[src/rtl/alu_mc.sv]
// rtl/alu_mc.sv - multi-cycle MIPS EX-stage ALU with iterative mul/div and HI/LO registers
module alu_mc #(
  parameter int N   = 32,
  parameter int SHW = 5
) (
  input  logic           clk,
  input  logic           reset_n,
  input  logic           start,
  input  logic           flush,
  input  logic [4:0]     alu_op,
  input  logic [N-1:0]   s,
  input  logic [N-1:0]   t,
  input  logic [SHW-1:0] shamt,
  output logic           busy,
  output logic           done,
  output logic [N-1:0]   out,
  output logic           zero,
  output logic           overflow,
  output logic           div_zero,
  output logic           illegal
);

  localparam logic [4:0] OP_SLL   = 5'd0;
  localparam logic [4:0] OP_SRL   = 5'd1;
  localparam logic [4:0] OP_SRA   = 5'd2;
  localparam logic [4:0] OP_ADD   = 5'd3;
  localparam logic [4:0] OP_ADDU  = 5'd4;
  localparam logic [4:0] OP_SUB   = 5'd5;
  localparam logic [4:0] OP_SUBU  = 5'd6;
  localparam logic [4:0] OP_AND   = 5'd7;
  localparam logic [4:0] OP_OR    = 5'd8;
  localparam logic [4:0] OP_XOR   = 5'd9;
  localparam logic [4:0] OP_NOR   = 5'd10;
  localparam logic [4:0] OP_SLT   = 5'd11;
  localparam logic [4:0] OP_SLTU  = 5'd12;
  localparam logic [4:0] OP_MULT  = 5'd13;
  localparam logic [4:0] OP_MULTU = 5'd14;
  localparam logic [4:0] OP_DIV   = 5'd15;
  localparam logic [4:0] OP_DIVU  = 5'd16;
  localparam logic [4:0] OP_MFHI  = 5'd17;
  localparam logic [4:0] OP_MFLO  = 5'd18;
  localparam logic [4:0] OP_MTHI  = 5'd19;
  localparam logic [4:0] OP_MTLO  = 5'd20;

  typedef enum logic [1:0] {
    ST_IDLE = 2'd0,
    ST_MUL  = 2'd1,
    ST_DIV  = 2'd2,
    ST_DONE = 2'd3
  } state_t;

  state_t state, state_nxt;

  // Architectural HI/LO and the iteration state of the mul/div engines
  logic [N-1:0]   hi, lo;
  logic [N-1:0]   mcand;
  logic [2*N-1:0] prod;
  logic [N-1:0]   divisor, rem, quo;
  logic           neg_prod, neg_quo, neg_rem;
  logic [SHW-1:0] cnt;

  // Flush wins over a same-cycle start, so a flushed pipeline never launches
  logic launch, is_mul, is_div, op_signed, t_is_zero, last_iter;
  assign launch    = start && !flush;
  assign is_mul    = (alu_op == OP_MULT) || (alu_op == OP_MULTU);
  assign is_div    = (alu_op == OP_DIV)  || (alu_op == OP_DIVU);
  assign op_signed = (alu_op == OP_MULT) || (alu_op == OP_DIV);
  assign t_is_zero = (t == {N{1'b0}});
  assign last_iter = (cnt == SHW'(N - 1));

  // Signed mul/div run on magnitudes; the sign is reapplied at the end
  logic [N-1:0] s_mag, t_mag;
  assign s_mag = (op_signed && s[N-1]) ? ({N{1'b0}} - s) : s;
  assign t_mag = (op_signed && t[N-1]) ? ({N{1'b0}} - t) : t;

  // Shift-add multiplier: upper half accumulates, lower half holds the multiplier
  logic [N-1:0]   mul_addend;
  logic [N:0]     mul_sum;
  logic [2*N-1:0] prod_nxt, mul_res;
  assign mul_addend = prod[0] ? mcand : {N{1'b0}};
  assign mul_sum    = {1'b0, prod[2*N-1:N]} + {1'b0, mul_addend};
  assign prod_nxt   = {mul_sum, prod[N-1:1]};
  assign mul_res    = neg_prod ? ({(2*N){1'b0}} - prod_nxt) : prod_nxt;

  // Restoring divider: dividend bits shift into rem, quotient bits shift into quo
  logic [N:0]   rem_sh, rem_diff;
  logic [N-1:0] rem_nxt, quo_nxt, quo_res, rem_res;
  assign rem_sh   = {rem, quo[N-1]};
  assign rem_diff = rem_sh - {1'b0, divisor};
  assign rem_nxt  = rem_diff[N] ? rem_sh[N-1:0] : rem_diff[N-1:0];
  assign quo_nxt  = {quo[N-2:0], ~rem_diff[N]};
  assign quo_res  = neg_quo ? ({N{1'b0}} - quo_nxt) : quo_nxt;
  assign rem_res  = neg_rem ? ({N{1'b0}} - rem_nxt) : rem_nxt;

  logic [N-1:0] add_res, sub_res;
  assign add_res = s + t;
  assign sub_res = s - t;

  logic [N-1:0] sc_out;
  logic         sc_ovf, sc_ill;

  // Single-cycle result, overflow and illegal-op decode
  always_comb begin
    sc_out = {N{1'b0}};
    sc_ovf = 1'b0;
    sc_ill = 1'b0;
    case (alu_op)
      OP_SLL:   sc_out = t << shamt;
      OP_SRL:   sc_out = t >> shamt;
      OP_SRA:   sc_out = $signed(t) >>> shamt;
      OP_ADD: begin
        sc_out = add_res;
        sc_ovf = (s[N-1] == t[N-1]) && (add_res[N-1] != s[N-1]);
      end
      OP_ADDU:  sc_out = add_res;
      OP_SUB: begin
        sc_out = sub_res;
        sc_ovf = (s[N-1] != t[N-1]) && (sub_res[N-1] != s[N-1]);
      end
      OP_SUBU:  sc_out = sub_res;
      OP_AND:   sc_out = s & t;
      OP_OR:    sc_out = s | t;
      OP_XOR:   sc_out = s ^ t;
      OP_NOR:   sc_out = ~(s | t);
      OP_SLT:   sc_out = {{(N-1){1'b0}}, ($signed(s) < $signed(t))};
      OP_SLTU:  sc_out = {{(N-1){1'b0}}, (s < t)};
      OP_MULT, OP_MULTU, OP_DIV, OP_DIVU: sc_out = {N{1'b0}};
      OP_MFHI:  sc_out = hi;
      OP_MFLO:  sc_out = lo;
      OP_MTHI, OP_MTLO: sc_out = s;
      default:  sc_ill = 1'b1;
    endcase
  end

  // State register
  always_ff @(posedge clk or negedge reset_n) begin
    if (!reset_n) state <= ST_IDLE;
    else          state <= state_nxt;
  end

  // Next-state decode plus busy/done, both purely from the current state
  always_comb begin
    state_nxt = state;
    busy      = 1'b0;
    done      = 1'b0;
    case (state)
      ST_IDLE: begin
        if (launch) begin
          if (is_mul)                    state_nxt = ST_MUL;
          else if (is_div && !t_is_zero) state_nxt = ST_DIV;
          else                           state_nxt = ST_DONE;
        end
      end
      ST_MUL, ST_DIV: begin
        busy = 1'b1;
        if (flush)          state_nxt = ST_IDLE;
        else if (last_iter) state_nxt = ST_DONE;
      end
      ST_DONE: begin
        done      = 1'b1;
        state_nxt = ST_IDLE;
      end
      default: state_nxt = ST_IDLE;
    endcase
  end

  // Datapath: operand capture, mul/div iterations, HI/LO and result registers
  always_ff @(posedge clk or negedge reset_n) begin
    if (!reset_n) begin
      hi       <= '0;
      lo       <= '0;
      mcand    <= '0;
      prod     <= '0;
      divisor  <= '0;
      rem      <= '0;
      quo      <= '0;
      neg_prod <= 1'b0;
      neg_quo  <= 1'b0;
      neg_rem  <= 1'b0;
      cnt      <= '0;
      out      <= '0;
      zero     <= 1'b0;
      overflow <= 1'b0;
      div_zero <= 1'b0;
      illegal  <= 1'b0;
    end else begin
      case (state)
        ST_IDLE: begin
          if (launch) begin
            if (is_mul) begin
              mcand    <= s_mag;
              prod     <= {{N{1'b0}}, t_mag};
              neg_prod <= op_signed && (s[N-1] ^ t[N-1]);
              cnt      <= '0;
            end else if (is_div && !t_is_zero) begin
              divisor  <= t_mag;
              quo      <= s_mag;
              rem      <= '0;
              neg_quo  <= op_signed && (s[N-1] ^ t[N-1]);
              neg_rem  <= op_signed && s[N-1];
              cnt      <= '0;
            end else if (is_div) begin
              // Divide by zero leaves HI/LO alone and reports the untouched LO
              out      <= lo;
              zero     <= (lo == {N{1'b0}});
              overflow <= 1'b0;
              div_zero <= 1'b1;
              illegal  <= 1'b0;
            end else begin
              out      <= sc_out;
              zero     <= (sc_out == {N{1'b0}});
              overflow <= sc_ovf;
              div_zero <= 1'b0;
              illegal  <= sc_ill;
              if (alu_op == OP_MTHI) hi <= s;
              if (alu_op == OP_MTLO) lo <= s;
            end
          end
        end
        ST_MUL: begin
          if (!flush) begin
            prod <= prod_nxt;
            cnt  <= cnt + 1'b1;
            if (last_iter) begin
              hi       <= mul_res[2*N-1:N];
              lo       <= mul_res[N-1:0];
              out      <= mul_res[N-1:0];
              zero     <= (mul_res[N-1:0] == {N{1'b0}});
              overflow <= 1'b0;
              div_zero <= 1'b0;
              illegal  <= 1'b0;
            end
          end
        end
        ST_DIV: begin
          if (!flush) begin
            rem <= rem_nxt;
            quo <= quo_nxt;
            cnt <= cnt + 1'b1;
            if (last_iter) begin
              hi       <= rem_res;
              lo       <= quo_res;
              out      <= quo_res;
              zero     <= (quo_res == {N{1'b0}});
              overflow <= 1'b0;
              div_zero <= 1'b0;
              illegal  <= 1'b0;
            end
          end
        end
        default: ;
      endcase
    end
  end

endmodule

[config.mk]
export PLATFORM = sky130hd
export DESIGN_NAME = alu_mc
export DESIGN_NICKNAME = d
export VERILOG_FILES = /design/src/rtl/alu_mc.sv
export SDC_FILE = /design/constraint.sdc
export NUM_CORES = 2
export LEC_CHECK = 0
export CORE_MARGIN = 2
export CORE_UTILIZATION = 50
export CTS_CLUSTER_DIAMETER = 200
export CTS_CLUSTER_SIZE = 25
export DETAILED_ROUTE_END_ITERATION = 8
export PLACE_DENSITY = 0.7
export SLEW_MARGIN = 10
export SYNTH_ARGS = -nofsm -noshare
export SYNTH_HDL_FRONTEND = slang
export SYNTH_SLANG_ARGS = --single-unit
[constraint.sdc]
create_clock -name clk -period 5.3 [get_ports clk]
set_input_delay 1.06 -clock clk [delete_from_list [all_inputs] [get_ports clk]]
set_output_delay 1.06 -clock clk [all_outputs]
set_load 0.05 [all_outputs]
==> impl_metrics.env <==
export IMPL_grt_max_degree=88
export IMPL_cp_required_ns=5.76
export IMPL_ys_seq_area_frac=0.232
export IMPL_ioPinCount=116
export IMPL_fillers=5942
export IMPL_coreArea_um2=64500
export IMPL_io_buffers=115
export IMPL_dp_cells=5578
export IMPL_netlist_area_leader_share=0.232
export IMPL_instances_no_fill=5605
export IMPL_cts_sinks=302
export IMPL_p_per_area_nw_per_um2=616
export IMPL_fin_crit_sh=1.00
export IMPL_regArea_um2=7560
export IMPL_violations="negative setup slack"
export IMPL_cts_buffer_depth=3
export IMPL_die_h_um=259
export IMPL_clock_latency_ns=0.56
export IMPL_initial_core_util=0.505
export IMPL_synth_nets=4503
export IMPL_rsz0062_at_grt="true"
export IMPL_drive_gt1_frac=0.196
export IMPL_cp_arrival_ns=5.79
export IMPL_grt_first_pass_wirelength_um=236000
export IMPL_synthArstFlopShare=1.00
export IMPL_drt_wl_total_um=164000
export IMPL_fp_row_count=93
export IMPL_gr_usage_all_layers=0.474
export IMPL_skew_ns=0.0390
export IMPL_drt_pass1_iter_count=8
export IMPL_grt_overflow=0
export IMPL_finish_utilization=0.619
export IMPL_critPathMaxFanout=8
export IMPL_cts_root_buf="clkbuf_16"
export IMPL_relSlewSlack=0.199
export IMPL_nets=4999
export IMPL_leakagePower_nw=17.2
export IMPL_clk_pin_slew_ns=0.12
export IMPL_grt_pass1_vias=34700
export IMPL_drt_iter0_markers=6203
export IMPL_die_x_um=259
export IMPL_synth_cells_most_frequent="nand2_1 (523), nor2_1 (392), o21ai_0 (358)"
export IMPL_cp_end_kind="register"
export IMPL_cts_tree="yes"
export IMPL_hold_buffers=0
export IMPL_drcViolationCount=0
export IMPL_ir_worst_vdd_v=0.000805
export IMPL_netlist_area_um2=32600
export IMPL_fmax_ghz=0.188
export IMPL_h_tree_depth=1
export IMPL_dr_total_vias=38100
export IMPL_startpoint_type="input port"
export IMPL_final_max_slew_viol_count=0
export IMPL_hp_class="input port to asynchronous set/reset pin"
export IMPL_synth_seq_cells=302
export IMPL_ys_warn_count=0
export IMPL_areaGrowthSynthToFinish_pct=22.4
export IMPL_cts_buffers=16
export IMPL_ys_flop_type="dfrtp_1"
export IMPL_final_hold_viol_count=0
export IMPL_synth_most_common_cell="nand2_1"
export IMPL_layout_setup_ws_ns=-0.0221
export IMPL_outcome="finished with violations"
export IMPL_ys_top_cells_by_area="dfrtp_1 (23%), ha_1 (6.7%), nand2_1 (6.0%), o21ai_0 (5.5%), xnor2_1 (5.3%)"
export IMPL_fin_tns_setup_ns=-0.0221
export IMPL_dpl_hpwl_um=134000
export IMPL_avgSynthCellArea_um2=7.67
export IMPL_via_per_inst=6.80
export IMPL_syn_inst=4247
export IMPL_worstSetupPathType="input port to register"
export IMPL_layout_cell_area_non_filler_um2=39900
export IMPL_antenna_found_initial=12
export IMPL_placed_area_um2=39200
export IMPL_yosysTopAreaCell="dfrtp_1"
export IMPL_synth_edf_count=0
export IMPL_setup_viol=1
export IMPL_ant_nets=0
export IMPL_wire_per_inst_um=29.3
export IMPL_cap_violations=0
export IMPL_ys_types=93
export IMPL_finalCriticalPeriod_ns=5.32
export IMPL_place_congestion=1.12
export IMPL_pre_cts_ws_ns=-0.554
export IMPL_die_area_um2=67200
export IMPL_worst_slew_pin_transition_ns=1.20
export IMPL_multi_input_area_um2=23400
-- cell families (layout without fill, tap and decap cells) --
logic type                 count (synthesis)  in the layout  share of synthesized area
AOI/OAI and AO/OA                       1405           1405                      0.288
xor gates and xnor gates                 245            245                     0.0659
adders and majority gates                178            178                     0.0693
buffers and inverters                    510           1007                     0.0600
DFF                                      302            302                      0.232
muxes                                    160            160                     0.0761
other                                      0              6                          0
and+or+nand+nor                         1447           1447                      0.209
-- stage by stage --
step | total power (W) | hold WS (ns)
4_1_cts | 0.0233 | 0.485
3_5_place_dp | 0.0218 | 0.463
2_1_floorplan | 0.0150 | 0.442
5_1_grt | 0.0256 | 0.502
3_3_place_gp | 0.0215 | 0.456
6_report | 0.0245 | 0.482
-- metal layers --
metal,vias to the layer above,global-route usage,wire (um)
li1,16600,-,-
met1,18300,0.662,66000
met2,2719,0.664,65500
met3,464,0.154,23600
met4,6,0.207,9050
met5,-,0,36
-- state kept, by name (all words and copies together), names as in the netlist --
name,count
neg_rem,1
neg_quo,1
divisor,32
overflow,1
state,2
illegal,1
neg_prod,1
div_zero,1
rem,32
mcand,32
cnt,5
prod,64
out,32
quo,32
zero,1
hi,32
lo,32
-- final timing paths --
kind | slack (ns) | depth (start not counted) | endpoint | startpoint
worst max-delay path | -0.02 | 17 | zero | t[0]
worst min-delay path | 0.48 | 1 | rem[25] | reset_n
worst max register to register | 0.03 | 24 | zero | quo[31]
worst min register to register | 0.48 | 2 | mcand[26] | mcand[26]
max in group asynchronous | 3.66 | 2 | hi[21] | reset_n
min in group clk | 0.48 | 2 | mcand[26] | mcand[26]
-- worst max-delay path: stages --
cell,delay [ns]
clkdlybuf4s50_1,0.56
buf_4,0.25
inv_1,0.08
ha_1,0.16
or3b_2,0.48
or4b_1,0.61
nor4_1,0.32
buf_4,0.17
o21ai_4,0.05
nand2b_1,0.17
nand3_1,0.14
nor4_1,0.26
nand4_1,0.25
nor4_1,0.58
and4b_1,0.28
nand4b_1,0.12
o31ai_1,0.24
-- where the power goes --
group / internal, W / switching [W]
registers: 0.00321 / 0.00124
logic: 0.00670 / 0.0120
clock network: 0.000593 / 0.000851
total: 0.0105 / 0.0140
-- layout by cell type, fill, tap and decap left out, drive strengths merged, types with 21 or more instances in the layout --
| cell | count |
|---|---|
| nor2 | 393 |
| a21o | 48 |
| a22oi | 33 |
| a21oi | 299 |
| mux4 | 68 |
| nand2b | 46 |
| nand3 | 70 |
| o21ai | 360 |
| dfrtp | 302 |
| or3 | 30 |
| buf | 704 |
| ha | 174 |
| o21bai | 23 |
| nand4 | 41 |
| a31oi | 35 |
| a211oi | 77 |
| mux2i | 71 |
| a221oi | 79 |
| nand2 | 523 |
| a22o | 35 |
| a2111oi | 21 |
| o31ai | 116 |
| inv | 172 |
| mux2 | 21 |
| nor3 | 85 |
| o211ai | 34 |
| xnor2 | 198 |
| xor2 | 47 |
| clkdlybuf4s50 | 109 |
| or4 | 31 |
| nor4 | 52 |
| and2 | 52 |
| nor2b | 34 |
-- cell type report --
class	count	share of cell area
sequential	302	0.190
multi-input combinational	3435	0.587
inverter	175	0.0165
timing repair buffer	813	0.168
clock buffer	18	0.0108
tap	855	0.0268
antenna	6	0.000377
clock inverter	1	0.000753
-- repair_timing --
action / in CTS / in global routing
resized for setup: 8 / 30
endpoints found under the setup margin: 3 / 19
buffers inserted: 1 / 1
pin swaps: 1 / 7
Note: power is estimated with default switching activity, not from simulation.
